**src/rtl/plights_wb_slave.sv**
```systemverilog
// rtl/plights_wb_slave.sv - Wishbone classic responder with pedestrian-crossing light controller
//
// Purpose: small register file behind a 256-byte Wishbone window that configures
// and observes a car/pedestrian crossing light sequencer driving the board LEDs.
//
// Ports:
//   wb_clk, wb_rst          clock, synchronous active-high reset
//   wb_adr_i[31:0]          byte address, [7:2] selects the register
//   wb_dat_i[31:0]          write data
//   wb_sel_i[3:0]           byte lanes for writes
//   wb_we_i                 1 = write
//   wb_cyc_i, wb_stb_i      cycle / strobe
//   wb_cti_i, wb_bte_i      ignored, every access is classic
//   wb_dat_o[31:0]          read data, 0 whenever wb_ack_o is low
//   wb_ack_o, wb_err_o      single-cycle response pulses
//   wb_rty_o                always 0
//   btn_i                   asynchronous crossing button
//   lights_o[4:0]           {car_r, car_y, car_g, ped_r, ped_g}
module plights_wb_slave #(
  parameter logic [31:0] BASE_ADDR  = 32'h91000000,
  parameter logic [31:0] ADDR_MASK  = 32'hFFFFFF00,
  parameter int          TIME_W     = 24,
  parameter logic [TIME_W-1:0] GREEN_DEF  = TIME_W'(1000),
  parameter logic [TIME_W-1:0] YELLOW_DEF = TIME_W'(200),
  parameter logic [TIME_W-1:0] WALK_DEF   = TIME_W'(800)
) (
  input  logic        wb_clk,
  input  logic        wb_rst,
  input  logic [31:0] wb_adr_i,
  input  logic [31:0] wb_dat_i,
  input  logic [3:0]  wb_sel_i,
  input  logic        wb_we_i,
  input  logic        wb_cyc_i,
  input  logic        wb_stb_i,
  input  logic [2:0]  wb_cti_i,
  input  logic [1:0]  wb_bte_i,
  output logic [31:0] wb_dat_o,
  output logic        wb_ack_o,
  output logic        wb_err_o,
  output logic        wb_rty_o,
  input  logic        btn_i,
  output logic [4:0]  lights_o
);

  typedef enum logic [2:0] {
    S_OFF    = 3'd0,
    S_GREEN  = 3'd1,
    S_YELLOW = 3'd2,
    S_WALK   = 3'd3,
    S_CLEAR  = 3'd4
  } state_t;

  state_t            r_state, w_state_next;
  logic [TIME_W-1:0] r_timer, w_timer_next, w_timer_dec;
  logic [TIME_W-1:0] r_green_t, r_yellow_t, r_walk_t;
  logic              r_en, r_req, w_req_next, w_req_set, w_req_clr;
  logic              r_ack, r_err;
  logic [31:0]       r_dat, w_rdata;
  logic              r_btn_s1, r_btn_s2, r_btn_prev;
  logic [4:0]        r_lights, w_lights_next;

  logic              w_hit, w_mapped, w_new, w_wr, w_wr_ctrl, w_btn_rise, w_expired;
  logic [5:0]        w_idx;
  logic              w_unused;

  assign w_unused = ^{wb_cti_i, wb_bte_i};

  assign w_hit      = wb_cyc_i & wb_stb_i & ((wb_adr_i & ADDR_MASK) == BASE_ADDR);
  assign w_idx      = wb_adr_i[7:2];
  assign w_mapped   = (w_idx <= 6'd5);
  // A hit only starts a new access if no response was issued last cycle,
  // so a strobe held across the ack cycle does not produce a second pulse.
  assign w_new      = w_hit & ~(r_ack | r_err);
  assign w_wr       = w_new & w_mapped & wb_we_i;
  assign w_wr_ctrl  = w_wr & (w_idx == 6'd0) & wb_sel_i[0];
  assign w_btn_rise = r_btn_s2 & ~r_btn_prev;
  assign w_expired  = (r_timer <= TIME_W'(1));
  assign w_timer_dec = (r_timer > TIME_W'(1)) ? r_timer - TIME_W'(1) : r_timer;

  assign wb_ack_o = r_ack;
  assign wb_err_o = r_err;
  assign wb_dat_o = r_dat;
  assign wb_rty_o = 1'b0;
  assign lights_o = r_lights;

  function automatic logic [TIME_W-1:0] f_merge(input logic [TIME_W-1:0] old_v,
                                                input logic [31:0] data,
                                                input logic [3:0] sel);
    logic [31:0] v;
    v = 32'(old_v);
    for (int b = 0; b < 4; b++) begin
      if (sel[b]) v[8*b +: 8] = data[8*b +: 8];
    end
    return v[TIME_W-1:0];
  endfunction

  always_comb begin
    w_rdata = '0;
    case (w_idx)
      6'd0:    w_rdata = {31'b0, r_en};
      6'd1:    w_rdata = {23'b0, r_req, 5'b0, r_state};
      6'd2:    w_rdata = 32'(r_green_t);
      6'd3:    w_rdata = 32'(r_yellow_t);
      6'd4:    w_rdata = 32'(r_walk_t);
      6'd5:    w_rdata = 32'(r_timer);
      default: w_rdata = '0;
    endcase
  end

  always_comb begin
    w_state_next = r_state;
    w_timer_next = r_timer;
    w_req_clr    = 1'b0;
    w_req_set    = (w_wr_ctrl & wb_dat_i[1]) | (w_btn_rise & r_en);
    if (!r_en) begin
      w_state_next = S_OFF;
      w_timer_next = '0;
      w_req_clr    = 1'b1;
    end else begin
      case (r_state)
        S_OFF: begin
          w_state_next = S_GREEN;
          w_timer_next = r_green_t;
        end
        S_GREEN: begin
          if (w_expired && r_req) begin
            w_state_next = S_YELLOW;
            w_timer_next = r_yellow_t;
          end else begin
            w_timer_next = w_timer_dec;
          end
        end
        S_YELLOW: begin
          if (w_expired) begin
            w_state_next = S_WALK;
            w_timer_next = r_walk_t;
            // The crossing is being served; a request arriving now is absorbed.
            w_req_clr    = 1'b1;
          end else begin
            w_timer_next = w_timer_dec;
          end
        end
        S_WALK: begin
          if (w_expired) begin
            w_state_next = S_CLEAR;
            w_timer_next = r_yellow_t;
          end else begin
            w_timer_next = w_timer_dec;
          end
        end
        S_CLEAR: begin
          if (w_expired) begin
            w_state_next = S_GREEN;
            w_timer_next = r_green_t;
          end else begin
            w_timer_next = w_timer_dec;
          end
        end
        default: begin
          w_state_next = S_OFF;
          w_timer_next = '0;
        end
      endcase
    end
    w_req_next = w_req_clr ? 1'b0 : (r_req | w_req_set);
  end

  always_comb begin
    w_lights_next = 5'b00000;
    case (w_state_next)
      S_GREEN:  w_lights_next = 5'b00110;
      S_YELLOW: w_lights_next = 5'b01010;
      S_WALK:   w_lights_next = 5'b10001;
      S_CLEAR:  w_lights_next = 5'b10010;
      default:  w_lights_next = 5'b00000;
    endcase
  end

  always_ff @(posedge wb_clk) begin
    if (wb_rst) begin
      r_ack      <= 1'b0;
      r_err      <= 1'b0;
      r_dat      <= '0;
      r_state    <= S_OFF;
      r_timer    <= '0;
      r_req      <= 1'b0;
      r_en       <= 1'b0;
      r_green_t  <= GREEN_DEF;
      r_yellow_t <= YELLOW_DEF;
      r_walk_t   <= WALK_DEF;
      r_btn_s1   <= 1'b0;
      r_btn_s2   <= 1'b0;
      r_btn_prev <= 1'b0;
      r_lights   <= '0;
    end else begin
      r_ack      <= w_new & w_mapped;
      r_err      <= w_new & ~w_mapped;
      r_dat      <= (w_new & w_mapped) ? w_rdata : '0;
      r_btn_s1   <= btn_i;
      r_btn_s2   <= r_btn_s1;
      r_btn_prev <= r_btn_s2;
      r_state    <= w_state_next;
      r_timer    <= w_timer_next;
      r_req      <= w_req_next;
      r_lights   <= w_lights_next;
      if (w_wr) begin
        case (w_idx)
          6'd0: if (wb_sel_i[0]) r_en <= wb_dat_i[0];
          6'd2: r_green_t  <= f_merge(r_green_t,  wb_dat_i, wb_sel_i);
          6'd3: r_yellow_t <= f_merge(r_yellow_t, wb_dat_i, wb_sel_i);
          6'd4: r_walk_t   <= f_merge(r_walk_t,   wb_dat_i, wb_sel_i);
          default: ;
        endcase
      end
    end
  end

endmodule
```
**config.mk**
```make
export PLATFORM = sky130hd
export DESIGN_NAME = plights_wb_slave
export DESIGN_NICKNAME = d
export VERILOG_FILES = /design/src/rtl/plights_wb_slave.sv
export SDC_FILE = /design/constraint.sdc
export NUM_CORES = 1
export LEC_CHECK = 0
export BUFFER_PORTS_ARGS = -buffer_cell sky130_fd_sc_hd__buf_2
export CORE_AREA = 2 2 144 104
export DETAILED_ROUTE_END_ITERATION = 7
export DIE_AREA = 0 0 146 106
export PLACE_DENSITY = 0.86
export SYNTH_ARGS = -nofsm -noshare
export SYNTH_HDL_FRONTEND = slang
export SYNTH_SLANG_ARGS = --single-unit
```
**constraint.sdc**
```tcl
create_clock -name wb_clk -period 2.1 [get_ports wb_clk]
set_input_delay 0.42 -clock wb_clk [delete_from_list [all_inputs] [get_ports wb_clk]]
set_output_delay 0.42 -clock wb_clk [all_outputs]
set_load 0.01 [all_outputs]
```
Word level (Yosys, flattened, before mapping)
Index checks and enable logic that the tools add are counted.
{ "op_classes": {"magnitude_cmp": 3, "n_mux": 17, "add_sub_neg": 1, "reduce_logical": 16, "n_eq_ne": 14, "n_bitwise": 19} }
{ "ops": {"columns": ["op", "n"], "rows": [
  ["24-bit one-hot mux with 6 select lines", 1],
  ["24-bit two-way mux", 5],
  ["24-bit one-hot mux with 5 select lines", 1],
  ["3-bit AND reduction", 10],
  ["24-bit == test, second input constant", 1],
  ["24-bit by 1-bit greater-than comparator with 1-bit output, second input constant", 1],
  ["24-bit by 1-bit <= comparator with 1-bit output, second input constant", 1],
  ["24-bit by 1-bit subtractor with 24-bit output, second input constant", 1],
  ["5-bit one-hot mux with 4 select lines", 1],
  ["3-bit two-way mux", 5],
  ["3-bit one-hot mux with 5 select lines", 1],
  ["3-bit by 2-bit == test with 1-bit output, second input constant", 4],
  ["6-bit by 2-bit == test with 1-bit output, second input constant", 2],
  ["6-bit by 3-bit == test with 1-bit output, second input constant", 2],
  ["1-bit bitwise AND", 11],
  ["3-bit by 1-bit == test with 1-bit output, second input constant", 2],
  ["3-bit == test, second input constant", 2],
  ["6-bit by 1-bit == test with 1-bit output, second input constant", 1],
  ["6-bit by 3-bit <= comparator with 1-bit output, second input constant", 1],
  ["6-bit logical NOT", 1],
  ["2-bit OR reduction", 3],
  ["1-bit inverter", 5],
  ["3-bit logical NOT", 1],
  ["1-bit two-way mux", 3],
  ["other kinds (2)", 4]
]} }
{ "word_totals": {"output_inout_bits": 40, "input_bits": 79, "ff_bits": 143, "word_cells": 90} }

Longest topological paths before layout
{ "logic_depth": {"word_depth": 10, "mapped_depth": 9} }

Least setup slack after synthesis
No wires, ideal clock.
{ "synth_timing": {"path_kind": "register -> register", "from": "register r_timer[0]", "to": "register r_timer[20]", "path_slack_ns": -0.193, "path_stages_with_launch": 9, "required_ns": 1.975, "period_less_slack_ns": 2.293, "setup_time_ns": 0.125, "arrival_time_ns": 2.168, "path_cell_list": "dfxtp_1 inv_1 ha_1 nor3b_1 nand4_1 nor3_1 mux2_2 a2111oi_2 nor2_1"} }
{ "synth_via": {"elab_chain_cells": 4} }
{ "synth_lines": {"columns": ["element", "line_no", "source"], "rows": [
  ["start: declaration", "54", "logic [TIME_W-1:0] r_timer, w_timer_next, w_timer_dec;"],
  ["start signal: assignment", "203", "r_timer <= w_timer_next;"],
  ["24-bit by 1-bit subtractor with 24-bit output, or another cell as far along", "78", "assign w_timer_dec = (r_timer > TIME_W'(1)) ? r_timer - TIME_W'(1) : r_timer;"],
  ["24-bit two-way mux or 1-bit logical AND (tied branches)", "78, 126", null],
  ["24-bit two-way mux (on tied branches)", null, null],
  ["24-bit one-hot mux with 5 select lines *", "120", "case (r_state)"]
]} }
Every way passes the cells marked *; elsewhere a longest branch is shown, timed or not.
A chain may end at the register's enable or synchronous reset.

Worst setup path after layout
{ "layout_timing": {"from": "register r_timer[0]", "to": "register r_timer[3]"} }
The elaborated chain is that of the path after synthesis.

==> results.md <==
- Total core area: 14300 um^2
- Port buffer count: 93
- Highest attainable clock frequency: 0.455 GHz
- Placed standard-cell area: 8620 um^2
- Vias post-DR: 7354
- Reported leakage power: 4.23 nW
- Post-synth EDFFs: 0
- Share of the yosys chip area belonging to registers: 38.5%
- Post-synth cell types: 78
- NumNets Final: 1102
- Routed via count divided by cell count: 5.98
- Global placer's final weighted congestion: 1.02
- Initial DRT Pass Iterations: 5
- Worst max-slew margin expressed relative to the limit: 50.8%
- CTS Root Cell: clkbuf_16
- Source of the worst register-to-register timing path: r_timer[0]
- First-iteration detailed-routing DRC count: 812
- Clock tree skew after final layout: 0.00896 ns
- Result of the run: complete, but fails checks
- Clock period minus final worst setup slack: 2.20 ns
- Cell area after synthesis: 7020 um^2
- #FFs+latches synth: 135
- Final routed DRC violation total: 0
- Worst setup SP type: flip-flop
- Horizontal die dimension: 146 um
- Sum of internal, switching and leakage power: 5.68 mW
- Met2 track demand over resource: 47.0%
- Fraction of final layout cells with drive strength greater than 1: 33.5%
- Max-cap violations: 0
- Number of failing setup endpoints in the final timing report: 16
- Ys async rst share: 0%
- Path class of the lowest-slack min-delay path: in -> reg
- CTS clock-pin slew for the worst setup and hold paths: 0.06 ns
- CTS H-Tree Depth: 4
- Num CTS Buffers: 17
- Count of standard-cell rows: 37
- Clk_lat worst skew: 0.42 ns
- Area of the die: 15500 um^2
- CTS tree: done
- Largest driver fanout on the critical path: 6
- Via count of the first global-routing pass: 6830
- Aggregate global routing overflow: 0
- Number of sinks handled by clock tree synthesis: 135
- Global-route usage over all layers: 30.2%
- Wire per inst: 19.7 um
- Antenna diode count: 0
- Share of the clock period used by the worst path: 105%
- Total of fill cells in the finished design: 1156
- Starting Density: 49.2%
- Placed cell count: 1188
- GR met3 Demand/Resource: 7.73%
- HPWL Detailed: 17000 um
- Clk buf depth: 2
- Die height: 106 um
- Peak supply drop: 0.557 mV
- Synthesis-to-layout area growth: 35.7%
- Worst hold margin: 0.216 ns
- Leading register cell type out of synthesis: dfxtp_1
- Worst setup path category: reg -> reg
- Setup repair after global routing missed its margin: true
- Arrival time at the worst endpoint: 2.54 ns
- Initial antenna violation count: 0
- Non-filler instance count after layout: 1229
- Global-route layer with the greatest usage: met2
- Post-synthesis average cell area: 8.62 um^2
- Actual transition at the worst max-transition pin: 0.738 ns
- I/O pin total: 119
- Wire length of the first global-routing pass: 36600 um
- Maximum number of pins on one net before global-route repair: 74
- Beginning of the critical path: r_timer[0]
- Areal power density over the cells: 596 nW/um^2
- Post-DRT Antenna Nets: 0
- Total of hold buffers inserted after clock tree synthesis: 0
- Most frequent cells in the layout: 131 x nor2_1, 131 x dfxtp_1, 128 x buf_4, 93 x buf_2, 82 x mux2i_1
- Cells after Synth: 814
- Detailed Route WL: 24200 um
- YS warnings: 0
- Pre-CTS setup slack: -0.244 ns
- Min setup slack post-route: -0.0966 ns
- Cell area after layout: 9520 um^2
- Violated checks: setup timing
- Hold path startpoint: btn_i
- Met1 Usage GRT: 40.6%
- Hold Fails Final Rpt: 0
- Crit end category: flip-flop
- Max Transition Viols Final: 0
- WP data required: 2.44 ns
sequential cells by signal (all words and copies together) (netlist names):
name	cells
r_state	3
r_btn_prev	1
r_green_t	24
r_walk_t	24
lights_o	5
r_btn_s2	1
r_timer	24
r_req	1
wb_dat_o	24
wb_err_o	1
r_btn_s1	1
r_en	1
wb_ack_o	1
r_yellow_t	24
final cells by class:
type                            instances  area, um^2  area share, %
Inverter                               15        56.3          0.591
Tap cell                              195         244           2.56
Clock buffer                           19         443           4.65
Timing Repair Buffer                  238        1690           17.7
Sequential cell                       135        2710           28.5
Clock inverter                         13         133           1.39
Multi-Input combinational cell        614        4250           44.6
report_power, final:
group | switching, mW | internal (mW) | leakage [nW] | total [mW]
clock | 1.23 | 1.69 | 0.282 | 2.92
combinational | 0.111 | 0.0817 | 2.86 | 0.193
sequential | 0.000505 | 2.56 | 1.09 | 2.56
total | 1.34 | 4.34 | 4.23 | 5.68
critical path, cell delays in order (launching register included):
cell and delay (ns):
dfxtp_4 0.37, inv_2 0.05, ha_4 0.18, o2111ai_4 0.26, buf_6 0.15, nor3_4 0.05, buf_6 0.12, buf_6 0.12
or4_1 0.50, and3_1 0.20, o22ai_1 0.12
final timing paths:
check	end	slack, ns	cells after the start
worst max-delay path	r_timer[3]	-0.1	10
worst min register to register	r_btn_s2	0.45	1
worst min-delay path	r_btn_s1	0.22	2
worst max register to register	r_timer[3]	-0.1	10
cells in the mapped netlist (3+ instances only):
cell type / n / area [um^2]
nor4_4: 4 / 85.1
nand3b_1: 4 / 30.0
a221oi_1: 22 / 193
a211oi_1: 3 / 22.5
o211ai_1: 6 / 45.0
mux2i_1: 83 / 831
nand3_1: 10 / 50.1
buf_6: 3 / 33.8
or2_2: 3 / 18.8
a211o_1: 7 / 61.3
dfxtp_1: 135 / 2700
nor2b_1: 7 / 43.8
mux2_2: 5 / 56.3
buf_1: 6 / 22.5
nor3_1: 21 / 105
a21oi_1: 45 / 225
nand2b_1: 7 / 43.8
o31ai_1: 3 / 22.5
o21a_1: 4 / 30.0
xnor2_1: 7 / 61.3
nand2_1: 74 / 278
a21o_1: 3 / 22.5
buf_2: 8 / 40.0
nor4_1: 18 / 113
inv_1: 15 / 56.3
or4_1: 3 / 22.5
xor2_1: 4 / 35.0
and3_1: 10 / 62.6
clkbuf_1: 32 / 120
a22o_1: 8 / 70.1
nor2_1: 136 / 510
a22oi_1: 20 / 150
o21ai_0: 15 / 75.1
o22a_1: 3 / 26.3
or3_1: 4 / 25.0
o22ai_1: 16 / 100
buf_4: 9 / 67.6
layer usage:
layer / vias to the layer above / routed length (um)
li1: 3369 / -
met1: 3467 / 10100
met2: 435 / 10700
met3: 83 / 2560
met4: 0 / 833
met5: - / 0
per-stage QoR:
stage               util (%)  setup TNS, ns
CTS                     65.0        -0.0305
finish                  66.8         -0.767
global route            66.8          -1.94
global placement        60.5          -8.98
floorplan                  -        -0.0209
detailed placement      60.5         -11.04
what timing repair did:
item	4_1_cts	5_1_grt
setup endpoints to repair	27	38
pin swaps	7	32
gates cloned	0	0
resized for setup	17	44
hold endpoints to repair	0	0
buffers inserted	0	9
cells by family after synthesis:
family                     Yosys count  share of synthesized area, %
xor gates and xnor gates            11                          1.37
adders and majority gates            2                         0.357
and+or+nand+nor                    325                          23.2
AOI/OAI and AO/OA                  178                          18.7
DFF                                135                          38.5
muxes                               89                          13.0
buffers and inverters               73                          4.85
other                                1                        0.0534
Note: power is estimated with default switching activity, not from simulation.
